$ cat src/rtl/inst_fetch_queue.sv
// Prefetching instruction-fetch stage: drives a synchronous-read instruction memory and
// queues returned words with their PCs, handing one (pc, inst) pair per cycle to decode.
module inst_fetch_queue #(
    parameter logic [31:0] RESET_PC = 32'h0000_0000,
    parameter int          MEM_AW   = 10,
    parameter int          QDEPTH   = 4,
    parameter logic [31:0] NOP_INST = 32'h0000_0013
) (
    input  logic              clk,
    input  logic              rst_n,
    input  logic              hold,
    input  logic              nop,
    input  logic              jmp_vld,
    input  logic [31:0]       jmp_addr,
    output logic              mem_en,
    output logic [MEM_AW-1:0] mem_addr,
    input  logic [31:0]       mem_rdata,
    output logic              IF_vld,
    output logic [31:0]       IF_pc,
    output logic [31:0]       IF_inst
);

    localparam int PW = $clog2(QDEPTH);
    localparam int CW = $clog2(QDEPTH + 1);

    logic              started;
    logic [31:0]       fetch_pc;
    logic [PW-1:0]     rd_ptr;
    logic [PW-1:0]     wr_ptr;
    logic [CW-1:0]     count;
    logic              inflight;
    logic [31:0]       inflight_pc;
    logic [31:0]       q_pc   [QDEPTH];
    logic [31:0]       q_inst [QDEPTH];

    logic [31:0]       jmp_tgt;
    logic              pop;
    logic              push;
    logic              issue;
    logic [CW:0]       occ_next;

    assign jmp_tgt = jmp_addr & ~32'h3;

    assign IF_vld  = (count != '0);
    assign IF_pc   = IF_vld ? q_pc[rd_ptr] : 32'h0;
    assign IF_inst = (nop || !IF_vld) ? NOP_INST : q_inst[rd_ptr];

    assign pop  = IF_vld & ~hold & ~jmp_vld;
    assign push = inflight & ~jmp_vld;

    // Occupancy after this edge if nothing new is issued; issuing needs a free slot for its word.
    assign occ_next = {1'b0, count} + (CW+1)'(inflight) - (CW+1)'(pop);
    assign issue    = started & (jmp_vld | (occ_next < (CW+1)'(QDEPTH)));

    assign mem_en   = issue;
    assign mem_addr = !started ? '0 :
                      jmp_vld  ? jmp_tgt[MEM_AW+1:2] : fetch_pc[MEM_AW+1:2];

    // The first edge after reset release only arms the fetcher, so the first read lands in the next cycle.
    always_ff @(posedge clk or negedge rst_n) begin
        if (!rst_n) begin
            started  <= 1'b0;
            fetch_pc <= RESET_PC;
            rd_ptr   <= '0;
            wr_ptr   <= '0;
            count    <= '0;
            inflight <= 1'b0;
        end else begin
            started <= 1'b1;
            if (started) begin
                if (jmp_vld) begin
                    rd_ptr   <= '0;
                    wr_ptr   <= '0;
                    count    <= '0;
                    inflight <= 1'b1;
                    fetch_pc <= jmp_tgt + 32'd4;
                end else begin
                    rd_ptr   <= rd_ptr + PW'(pop);
                    wr_ptr   <= wr_ptr + PW'(push);
                    count    <= count + CW'(push) - CW'(pop);
                    inflight <= issue;
                    if (issue) begin
                        fetch_pc <= fetch_pc + 32'd4;
                    end
                end
            end
        end
    end

    always_ff @(posedge clk) begin
        if (issue) begin
            inflight_pc <= jmp_vld ? jmp_tgt : fetch_pc;
        end
        if (push) begin
            q_pc[wr_ptr]   <= inflight_pc;
            q_inst[wr_ptr] <= mem_rdata;
        end
    end

endmodule

$ cat config.mk
export PLATFORM = sky130hd
export DESIGN_NAME = inst_fetch_queue
export DESIGN_NICKNAME = d
export VERILOG_FILES = /design/src/rtl/inst_fetch_queue.sv
export SDC_FILE = /design/constraint.sdc
export NUM_CORES = 1
export LEC_CHECK = 0
export ABC_AREA = 1
export CORE_ASPECT_RATIO = 1.2
export CORE_UTILIZATION = 51
export DETAILED_ROUTE_END_ITERATION = 16
export PLACE_DENSITY = 0.87
export SKIP_LAST_GASP = 1
export SYNTH_ARGS = -nofsm -noshare
export SYNTH_HDL_FRONTEND = slang
export SYNTH_SLANG_ARGS = --single-unit
$ cat constraint.sdc
create_clock -name clk -period 5.4 [get_ports clk]
set_clock_uncertainty 0.15 [all_clocks]
set_input_delay 0.81 -clock clk [delete_from_list [all_inputs] [get_ports clk]]
set_output_delay 0.81 -clock clk [all_outputs]
set_load 0.1 [all_outputs]
### After elaboration in Yosys (flattened, before gate mapping)

Memory sizes are Yosys's and may differ from the RTL's.
Index checks and enable logic that the tools add are counted.

* memories: 2
* output and inout bits: 76
* RAM bits: 256
* register bits after elaboration: 73

* reductions and logical operators: 5
* bitwise logic cells: 7
* muxes and demuxes: 13
* $lt $le $gt $ge: 1
* add/subtract/negate cells: 8

Memory list
* q_inst: words 4, bits a word 32, read ports 1, clocked after memory_dff 0, wr ports 1, line 34 `logic [31:0] q_inst [QDEPTH];`
* q_pc: words 4, bits a word 32, read ports 1, clocked after memory_dff 0, wr ports 1, line 33 `logic [31:0] q_pc [QDEPTH];`

Operators by type and width (count)
* $mux 32: 5
* $add 32x3->32 const B: 2
* $mux 10: 2
* $add 2x1->2: 2
* $add 3x1->4: 1
* $and 1x1->1: 4
* $lt 4x3->1 const B: 1
* $mux 2: 2
* $sub 4x1->4: 1
* $add 3x1->3: 1
* $mux 1: 3
* $mux 3: 1
* $reduce_bool 3->1: 1
* $sub 3x1->3: 1
* $not 1->1: 2
* $reduce_and 2->1: 1
* $reduce_bool 2->1: 1
* $logic_not 1->1: 1
* $logic_or 1x1->1: 1
* $or 1x1->1: 1

### Depth between registers and ports, before layout

Gate-level depths: netlist (run 1).

* depth after elaboration: 9
* depth in mapped cells: 16

### Least setup slack after synthesis (run 1)

OpenSTA, ideal clock, no wires.

* path kind: input to register
* from: input port jmp_vld
* to: memory q_inst[1][0] (enable)
* arrival time: 5.728 ns
* cell stages on the path: 6
* buffers on the path: 3
* setup slack: -1.037 ns
* cells stage by stage: buf_6 > buf_6 > buf_2 > nor2_1 > inv_1 > nor3_1

* word-level cells in the longest chain between the ends: 4

RTL lines
* start: declaration: line 13 `input logic jmp_vld,`
* $not 1->1: line 49 `assign push = inflight & ~jmp_vld;`
* $and 1x1->1: line 49
* $mux 1: line 94 `if (push) begin`
* $mux 1 (implied by the code): line 96 `q_inst[wr_ptr] <= mem_rdata;`
* end: declaration: line 34

No other way between the ends.

### Worst setup path in the final report (run 1)

* from: register rd_ptr[0]
* to: output port IF_pc[19]

* word-level cells in the longest chain between the ends: 2

RTL lines
* start: declaration: line 28 `logic [PW-1:0] rd_ptr;`
* start signal: assignment: line 78 `rd_ptr <= rd_ptr + PW'(pop);`
* $mem_v2 4x32
* $mux 32: line 45 `assign IF_pc = IF_vld ? q_pc[rd_ptr] : 32'h0;`
* end: declaration: line 19 `output logic [31:0] IF_pc,`

No other way between the ends.

==> impl_metrics.yaml, run 1 <==
clocking:
  cts_made_buffers: 30
  htreeDepth: 1
  clk_latency_ns: 0.57
  cts_setup_buffers: 0
  cts_tree: "built"
  numClockSinks: 317
  root_buffer: "clkbuf_16"
  clk_pin_slew_worst_paths_ns: 0.06
  clockBufferDepth: 3
  cts_resized: 0
  cts_hold_buf: 0
layout:
  antennaDiodeCount: 0
  drive_gt1_share_pct: 13.7
  post-route-util_pct: 61.2
  final_common_cell: "nor2_1"
  nets: 1478
  layout_common_cells: "nor2_1, edfxtp_1, nand2_1, o21ai_0, buf_4"
  area_growth_pct: 17.6
grt:
  grt_pass1_vias: 9637
  track_usage_pct: 22.1
  overflow: 0
  antenna_found_initial: 0
  grt_start_max_net_pins: 73
  grt_pass1_wl_um: 47100
synthesis:
  async_flop_share_pct: 12.3
  yosysUniqueCellTypes: 37
  synth_ff_type: "edfxtp_1"
  ys_top_cells_by_area: "edfxtp_1, nor2_1, dfrtp_1"
  synth-edff-count: 278
  synth_area_mm2: 0.0137
  synth_top_cell_by_area: "edfxtp_1"
  yosysSeqAreaShare_pct: 68.2
  synth.avg_cell_area_um2: 10.7
  ys_seq_elements: 317
  synth_warnings: 0
  synthCells: 1280
  yosysTopAreaCellShare_pct: 61.1
floorplan:
  core.rowCount: 65
  core_area_mm2: 0.0263
  dieArea_mm2: 0.0275
  die_x_um: 151
  fp.dieH_um: 181
  start_util_pct: 52.0
  num_io_pins: 145
setup_path:
  r2r_end: "inflight_pc[29]$_DFFE_PP_"
  path_max_fanout: 70
  worstPathArrival_ns: 3.26
  r2r_cells: 11
  rrSetupSlack_ns: 2.32
  worstSetupPathType: "register to output port"
  crit_path_end_kind: "output port"
  worst_setup_path_start_kind: "register"
  reg2reg_from: "count[0]$_DFFE_PN0P_"
  cp.required_ns: 4.44
power:
  ir_drop_mv: 0.335
  swShare_pct: 42.6
  p_per_area_mw_per_mm2: 564
  clockPowerShare_pct: 22.1
  pwr-share-comb_pct: 37.9
  power_frac_seq_pct: 39.9
  p_switching_mw: 3.86
  p_int_mw: 5.20
  p_leak_nw: 6.07
placement:
  place_congestion: 0.863
  hpwlAfterDp_um: 18000
  post-place-ws_ns: 1.27
  portBuffers: 140
sta:
  setup_ws_ns: 1.18
  slew_viol_final: 0
  maxSlewHeadroom_pct: 21.5
  min_period_ns: 4.22
  min_period_over_period_pct: 78.1
  hold_viol: 0
  worst_pin_slew_ns: 1.18
  grt_setup_unrepaired: "false"
  fmax_mhz: 237
  finalSetupViolCount: 0
job:
  cap_violations: 0
detailed_routing:
  first_pass_iters: 6
  wl_um: 30100
  ant_nets: 0
  viasPerCell: 5.48
  routedWlPerCell_um: 17.2
  drc_errors: 0
  via_count: 9616
  drt_iter0_drc: 607
worst_hold_path:
  hp-class: "input pin to asynchronous set/reset pin"
run_status:
  outcome: "finished clean"
## worst max-delay path by stage
stage                                     start                endpoint
after floorplan                         jmp_vld  q_inst[1][0]$_DFFE_PP_
after global placement                  jmp_vld                  mem_en
after detailed placement                jmp_vld                  mem_en
after CTS                 rd_ptr[0]$_DFFE_PN0P_               IF_pc[19]
after global routing      rd_ptr[0]$_DFFE_PN0P_              IF_inst[0]
final                     rd_ptr[0]$_DFFE_PN0P_               IF_pc[19]
## power by group through the flow
| stage | Combinational (mW) | Sequential [mW] | Clock, mW |
|---|---|---|---|
| global placement | 3.38 | 3.62 | 0 |
| global route | 3.65 | 3.67 | 2.14 |
| floorplan | 2.66 | 3.56 | 0 |
| finish | 3.44 | 3.62 | 2.01 |
| CTS | 3.45 | 3.61 | 2.03 |
| detailed placement | 3.44 | 3.66 | 0 |
## synth_stat cells (3+ instances only)
| cell | instances |
|---|---|
| nor2_1 | 296 |
| edfxtp_1 | 278 |
| nand2_1 | 222 |
| o21ai_0 | 135 |
| a21oi_1 | 64 |
| inv_1 | 46 |
| dfrtp_1 | 39 |
| clkbuf_1 | 37 |
| nand2_2 | 33 |
| nand3_1 | 31 |
| buf_2 | 13 |
| nor2_2 | 13 |
| ha_1 | 7 |
| buf_1 | 6 |
| inv_2 | 6 |
| nor3_1 | 6 |
| xor2_1 | 6 |
| o21ai_1 | 5 |
| buf_6 | 4 |
| nor2_4 | 4 |
| o21bai_1 | 4 |
| a31oi_1 | 3 |
| o311ai_0 | 3 |
## registers in the layout, summed over array words and instances (netlist names)
register	cells
q_inst	128
count	3
q_pc	120
started	1
inflight_pc	30
rd_ptr	2
fetch_pc	30
wr_ptr	2
inflight	1
## through the flow
| stage | area (um2) | std cells | power, mW | setup TNS (ns) | hold WS, ns |
|---|---|---|---|---|---|
| 2_1_floorplan | 13700 | 1281 | 6.23 | -257.16 | 0.292 |
| 3_3_place_gp | 15100 | 1704 | 6.99 | 0 | 0.308 |
| 3_5_place_dp | 15100 | 1704 | 7.10 | 0 | 0.315 |
| 4_1_cts | 16100 | 1756 | 9.10 | 0 | 0.270 |
| 5_1_grt | 16100 | 1756 | 9.46 | 0 | 0.309 |
| 6_report | 16100 | 1756 | 9.06 | 0 | 0.254 |
## worst max-delay path, stage by stage, from the launching register on
cell and delay [ns]:
dfrtp_4 0.72, inv_2 0.88, buf_12 0.32, o21ai_0 0.13, a21oi_1 0.28, buf_4 0.35
## layer usage
layer	up-vias	routed length (um)	track usage, %
met3	71	1980	3.11
met4	0	938	9.28
met1	4619	11800	26.3
met2	364	15500	39.5
met5	-	0	0
li1	4562	-	-
## logic make-up (layout without fill, tap and decap cells)
group,after synthesis,count (layout),synth area share (%)
buf+inv,117,257,3.81
simple gates,612,612,18.5
xor+xnor,8,8,0.513
fa+ha+maj,8,8,0.788
other cells,2,3,0.0550
compound gates,216,216,8.14
flops,317,317,68.2
## area by class of cell
class | count | area, um2
Tap cell | 335 | 419
Fill cell | 2034 | 10200
Clock inverter | 10 | 118
Multi-Input combinational cell | 847 | 3850
Inverter | 53 | 204
Clock buffer | 42 | 826
Sequential cell | 317 | 9330
Timing Repair Buffer | 152 | 1330
Power figures use the tool's default switching activity.
==> run 2, diff against run 1 <==
- clock period: 5.4 -> 3.5 ns (I/O delays scaled with it)
==> run 2 against run 1 <==
Net effect:
- largest power group is now combinational cells
- sequential power up 54%
- highest routed layer unchanged
- combinational power up 86%
- global-route usage up 0.63 points
- die area unchanged
- critical endpoint is now IF_inst[17]
- first-iteration DRC count up 20%
- critical path type unchanged
==> impl_metrics.yaml, run 2 (same netlist as run 1, synthesis figures left out) <==
sta:
  slew_viol_final: 0
  maxSlewHeadroom_pct: 34.6
  min_period_ns: 3.30
  holdWs_ns: 0.335
  finalSetupViolCount: 0
  tns_ns: 0
  min_period_over_period_pct: 94.4
  fmax_mhz: 303
  worst_pin_slew_ns: 0.980
  grt_setup_unrepaired: "false"
  hold_viol: 0
worst_hold_path:
  hp-class: "register to register"
  hold_depth: 2
  worstHoldStart: "fetch_pc[18]$_DFFE_PN0P_"
  hold_path_end: "fetch_pc[18]$_DFFE_PN0P_"
clocking:
  cts_tree: "built"
  clk_latency_ns: 0.55
  cts_made_buffers: 29
  root_buffer: "clkbuf_16"
  clk_pin_slew_worst_paths_ns: 0.07
  cts_setup_buffers: 0
  numClockSinks: 317
  htreeDepth: 1
  clockBufferDepth: 3
layout:
  largest_reg_flops: 128
  final_common_cell: "nor2_1"
  layout_common_cells: "nor2_1, edfxtp_1, nand2_1, o21ai_0, buf_12"
  largest-register: "q_inst"
  antennaDiodeCount: 0
  reg_top3: "q_inst: 128 flops, q_pc: 120 flops"
  drive_gt1_share_pct: 15.2
  area_growth_pct: 26.6
  fill_cells: 1816
  nets: 1490
floorplan:
  num_io_pins: 145
  die_x_um: 151
  core.rowCount: 65
  dieArea_mm2: 0.0275
  core_area_mm2: 0.0263
  start_util_pct: 52.0
  fp.dieH_um: 181
power:
  clockPowerShare_pct: 21.7
  ir_drop_mv: 0.562
  power_mw: 15.2
  p_switching_mw: 6.20
  pwr-share-comb_pct: 41.9
  power_frac_seq_pct: 36.4
  swShare_pct: 40.6
  p_int_mw: 9.05
  p_leak_nw: 6.45
  p_per_area_mw_per_mm2: 882
setup_path:
  worstPathArrival_ns: 2.63
  cp.required_ns: 2.82
  reg2reg_from: "count[1]$_DFFE_PN0P_"
  path_max_fanout: 48
  crit_path_end_kind: "output port"
  r2r_end: "inflight_pc[25]$_DFFE_PP_"
  r2r_cells: 11
  worstSetupPathType: "register to output port"
  worst_setup_path_start_kind: "register"
  rrSetupSlack_ns: 0.76
placement:
  portBuffers: 140
  place_congestion: 0.897
  hpwlAfterDp_um: 18900
run_status:
  outcome: "finished clean"
detailed_routing:
  via_count: 9646
  first_pass_iters: 6
  wl_um: 30600
  routedWlPerCell_um: 17.3
  drt_iter0_drc: 729
  ant_nets: 0
  viasPerCell: 5.45
  drc_errors: 0
grt:
  grt_pass1_vias: 9546
  grt_start_max_net_pins: 107
  overflow: 0
  track_usage_pct: 22.8
  grt_pass1_wl_um: 48000
  antenna_found_initial: 0
job:
  cap_violations: 0
run 2: cell types whose count changed in the layout (fill, tap and decap cells not counted), moves of 3 or more:
cell       delta
buf_12       +80
clkbuf_1      -3
o311ai_2      +3
buf_4        -67
bufinv_16     +3
nor3_4        +4
nor3_2        -4
run 2: timing repair:
item,in CTS,in global routing
endpoints found under the hold margin,24,0
hold buffers,1,0
gates resized for setup,0,1
endpoints found under the setup margin,0,1
run 2: critical path: stages, from the launching register on:
cell	delay (ns)
dfrtp_4	0.60
inv_2	0.28
buf_4	0.45
o21ai_0	0.19
a21oi_1	0.31
buf_12	0.22
run 2: stage by stage:
stage	cells	instance area, um2	setup WS [ns]	utilization [%]
4_1_cts	1771	17300	0.105	65.8
5_1_grt	1771	17300	0.0211	65.8
6_report	1771	17300	0.196	65.8
2_1_floorplan	1281	13700	-0.780	-
3_5_place_dp	1716	16300	0.227	61.9
3_3_place_gp	1716	16300	0.313	61.9
run 2: power by group through the flow:
| stage | Combinational [mW] | Clock (mW) | Sequential, mW |
|---|---|---|---|
| 2_1_floorplan | 4.13 | 0 | 5.47 |
| 3_3_place_gp | 6.27 | 0 | 5.56 |
| 3_5_place_dp | 6.38 | 0 | 5.62 |
| 4_1_cts | 6.41 | 3.35 | 5.55 |
| 5_1_grt | 6.72 | 3.49 | 5.63 |
| 6_report | 6.39 | 3.30 | 5.56 |
run 2: metal layers:
| metal | share of wire [%] | vias to the layer above | global-route usage (%) |
|---|---|---|---|
| li1 | - | 4589 | - |
| met1 | 38 | 4571 | 27.6 |
| met2 | 52 | 426 | 40.6 |
| met3 | 6.5 | 60 | 2.47 |
| met4 | 2.9 | 0 | 9.44 |
| met5 | 0 | - | 0 |
run 2: how the worst max path moves through the flow:
stage	from	to	slack [ns]	depth (start not counted)
2_1_floorplan	jmp_vld	q_inst[0][0]$_DFFE_PP_	-0.78	6
3_3_place_gp	jmp_vld	inflight_pc[28]$_DFFE_PP_	0.31	11
3_5_place_dp	jmp_vld	inflight_pc[25]$_DFFE_PP_	0.23	11
4_1_cts	count[2]$_DFFE_PN0P_	IF_inst[9]	0.10	5
5_1_grt	count[0]$_DFFE_PN0P_	IF_inst[9]	0.02	5
6_report	rd_ptr[0]$_DFFE_PN0P_	IF_inst[17]	0.20	5
run 2: layout make-up:
type,count,area (um2),area share (%)
Clock buffer,38,790,4.57
Inverter,53,208,1.20
Multi-Input combinational cell,847,3900,22.5
Timing Repair Buffer,165,2430,14.0
Clock inverter,16,223,1.29
Sequential cell,317,9330,54.0
Tap cell,335,419,2.42
==> run 3, diff against run 2 <==
- CORE_MARGIN: default -> 2
==> run 3 against run 2 <==
Net effect:
- first-iteration DRC count grew 17%
- largest cell class unchanged
- final cell count shrank 0.11%
- core utilization shrank 0.64 points
- global-route usage shrank 1.4 points
- wire length grew 0.27%
- setup slack lost 0.032 ns
- critical path depth grew 6
- fmax shrank 0.97%
- non-clock buffer count shrank 4
- sequential power is essentially flat
==> impl_metrics.yaml, run 3 (same netlist as run 1, synthesis figures left out) <==
layout:
  final_common_cell: "nor2_1"
  largest-register: "q_inst"
  fill_cells: 1876
  nets: 1487
  area_growth_pct: 25.7
  largest_reg_flops: 128
  fin_cells: 1769
  reg_top3: "q_inst: 128 flops, q_pc: 120 flops"
  drive_gt1_share_pct: 15.0
  antennaDiodeCount: 0
  layout_common_cells: "nor2_1, edfxtp_1, nand2_1, o21ai_0, buf_12"
setup_path:
  cp.required_ns: 2.82
  worstSetupPathType: "register to output port"
  path_delay_family: "simple AND/OR/NAND/NOR gates"
  max_stage_delay_ns: 0.42
  crit_path_end_kind: "output port"
  cp.buffers_inverters: 2
  worst_setup_path_start_kind: "register"
  path_cells: "nor3_4, nor3_1, ha_1, inv_1, ha_1, nand3_1, nand2_1, xnor2_1, nand2_1, nand2_2, buf_12"
  worst_path_max_delay_cell: "dfrtp_1"
  path_max_fanout: 7
  worstPathArrival_ns: 2.66
grt:
  overflow: 0
  grt_pass1_vias: 9813
  grt_start_max_net_pins: 86
  grt_pass1_wl_um: 48400
  track_usage_pct: 21.4
  antenna_found_initial: 0
clocking:
  cts_tree: "built"
  cts_setup_buffers: 0
  numClockSinks: 317
  cts_hold_buf: 1
  root_buffer: "clkbuf_16"
  clk_pin_slew_worst_paths_ns: 0.06
  htreeDepth: 1
  cts_made_buffers: 30
  clk_latency_ns: 0.54
  clockBufferDepth: 3
  cts_resized: 0
power:
  swShare_pct: 41.6
  clockPowerShare_pct: 20.3
  p_leak_nw: 6.41
  pwr-share-comb_pct: 42.5
  p_per_area_mw_per_mm2: 872
  power_frac_seq_pct: 37.2
  power_mw: 15.0
  p_int_mw: 8.76
  p_switching_mw: 6.23
  ir_drop_mv: 0.609
floorplan:
  dieArea_mm2: 0.0281
  start_util_pct: 51.9
  core_area_mm2: 0.0264
  num_io_pins: 145
  fp.dieH_um: 183
  die_x_um: 153
  core.rowCount: 65
sta:
  setup_ws_ns: 0.164
  worst_pin_slew_ns: 1.05
  hold_viol: 0
  grt_setup_unrepaired: "false"
  fmax_mhz: 300
  min_period_over_period_pct: 95.3
  slew_viol_final: 0
  min_period_ns: 3.34
  finalSetupViolCount: 0
  maxSlewHeadroom_pct: 29.9
detailed_routing:
  ant_nets: 0
  wl_um: 30600
  first_pass_iters: 5
  drc_errors: 0
  viasPerCell: 5.45
  drt_iter0_drc: 851
  routedWlPerCell_um: 17.3
  via_count: 9639
run_status:
  outcome: "finished clean"
placement:
  post-place-ws_ns: 0.227
  place_congestion: 0.851
  portBuffers: 140
  place_inst: 1712
  hpwlAfterDp_um: 18600
job:
  cap_violations: 0
worst_hold_path:
  hp-class: "register to register"
==> run 3: final timing paths <==
path | depth (start not counted) | slack [ns] | end | startpoint
max in group asynchronous | 2 | 1.95 | rd_ptr[0]$_DFFE_PN0P_ | rst_n
min | 2 | 0.32 | fetch_pc[3]$_DFFE_PN0P_ | fetch_pc[3]$_DFFE_PN0P_
min reg2reg | 2 | 0.32 | fetch_pc[3]$_DFFE_PN0P_ | fetch_pc[3]$_DFFE_PN0P_
min in group asynchronous | 2 | 0.52 | fetch_pc[30]$_DFFE_PN0P_ | rst_n
max reg2reg | 13 | 0.66 | fetch_pc[15]$_DFFE_PN0P_ | count[2]$_DFFE_PN0P_
max | 11 | 0.16 | mem_en | count[2]$_DFFE_PN0P_
==> run 3: metal layers <==
metal  vias up  part of all wire [%]  GRT usage [%]
met4         0                   2.6           7.16
li1       4586                     -              -
met5         -                     0              0
met1      4610                    39           26.3
met2       387                    52           39.4
met3        56                   6.1           2.46
==> run 3: layout make-up <==
cell class | instances | area [um2] | share of cell area, %
clock buffers | 33 | 783 | 4.56
clock inverters | 23 | 159 | 0.925
inverters | 53 | 205 | 1.19
multi-input cells | 847 | 3900 | 22.7
flip-flops and latches | 317 | 9330 | 54.3
well taps | 335 | 419 | 2.44
repair buffers | 161 | 2380 | 13.9
==> run 3: worst min-delay path: stages (launching register included) <==
cell and delay (ns):
dfrtp_1 0.34, nand2_1 0.05, nand2_1 0.05
==> run 3: power groups by stage <==
| stage | combinational [mW] | clock [mW] | sequential [mW] |
|---|---|---|---|
| 3_5_place_dp | 6.36 | 0 | 5.63 |
| 6_report | 6.36 | 3.04 | 5.58 |
| 4_1_cts | 6.39 | 3.09 | 5.57 |
| 2_1_floorplan | 4.13 | 0 | 5.47 |
| 5_1_grt | 6.70 | 3.24 | 5.65 |
| 3_3_place_gp | 6.24 | 0 | 5.57 |
==> run 3: through the flow <==
step / TNS [ns] / hold WS, ns / util, % / instance area (um2)
detailed placement: 0 / 0.309 / 61.6 / 16200
CTS: 0 / 0.325 / 65.2 / 17200
finish: 0 / 0.322 / 65.2 / 17200
global placement: 0 / 0.304 / 61.6 / 16200
global route: 0 / 0.345 / 65.2 / 17200
floorplan: -193.53 / 0.0794 / - / 13700
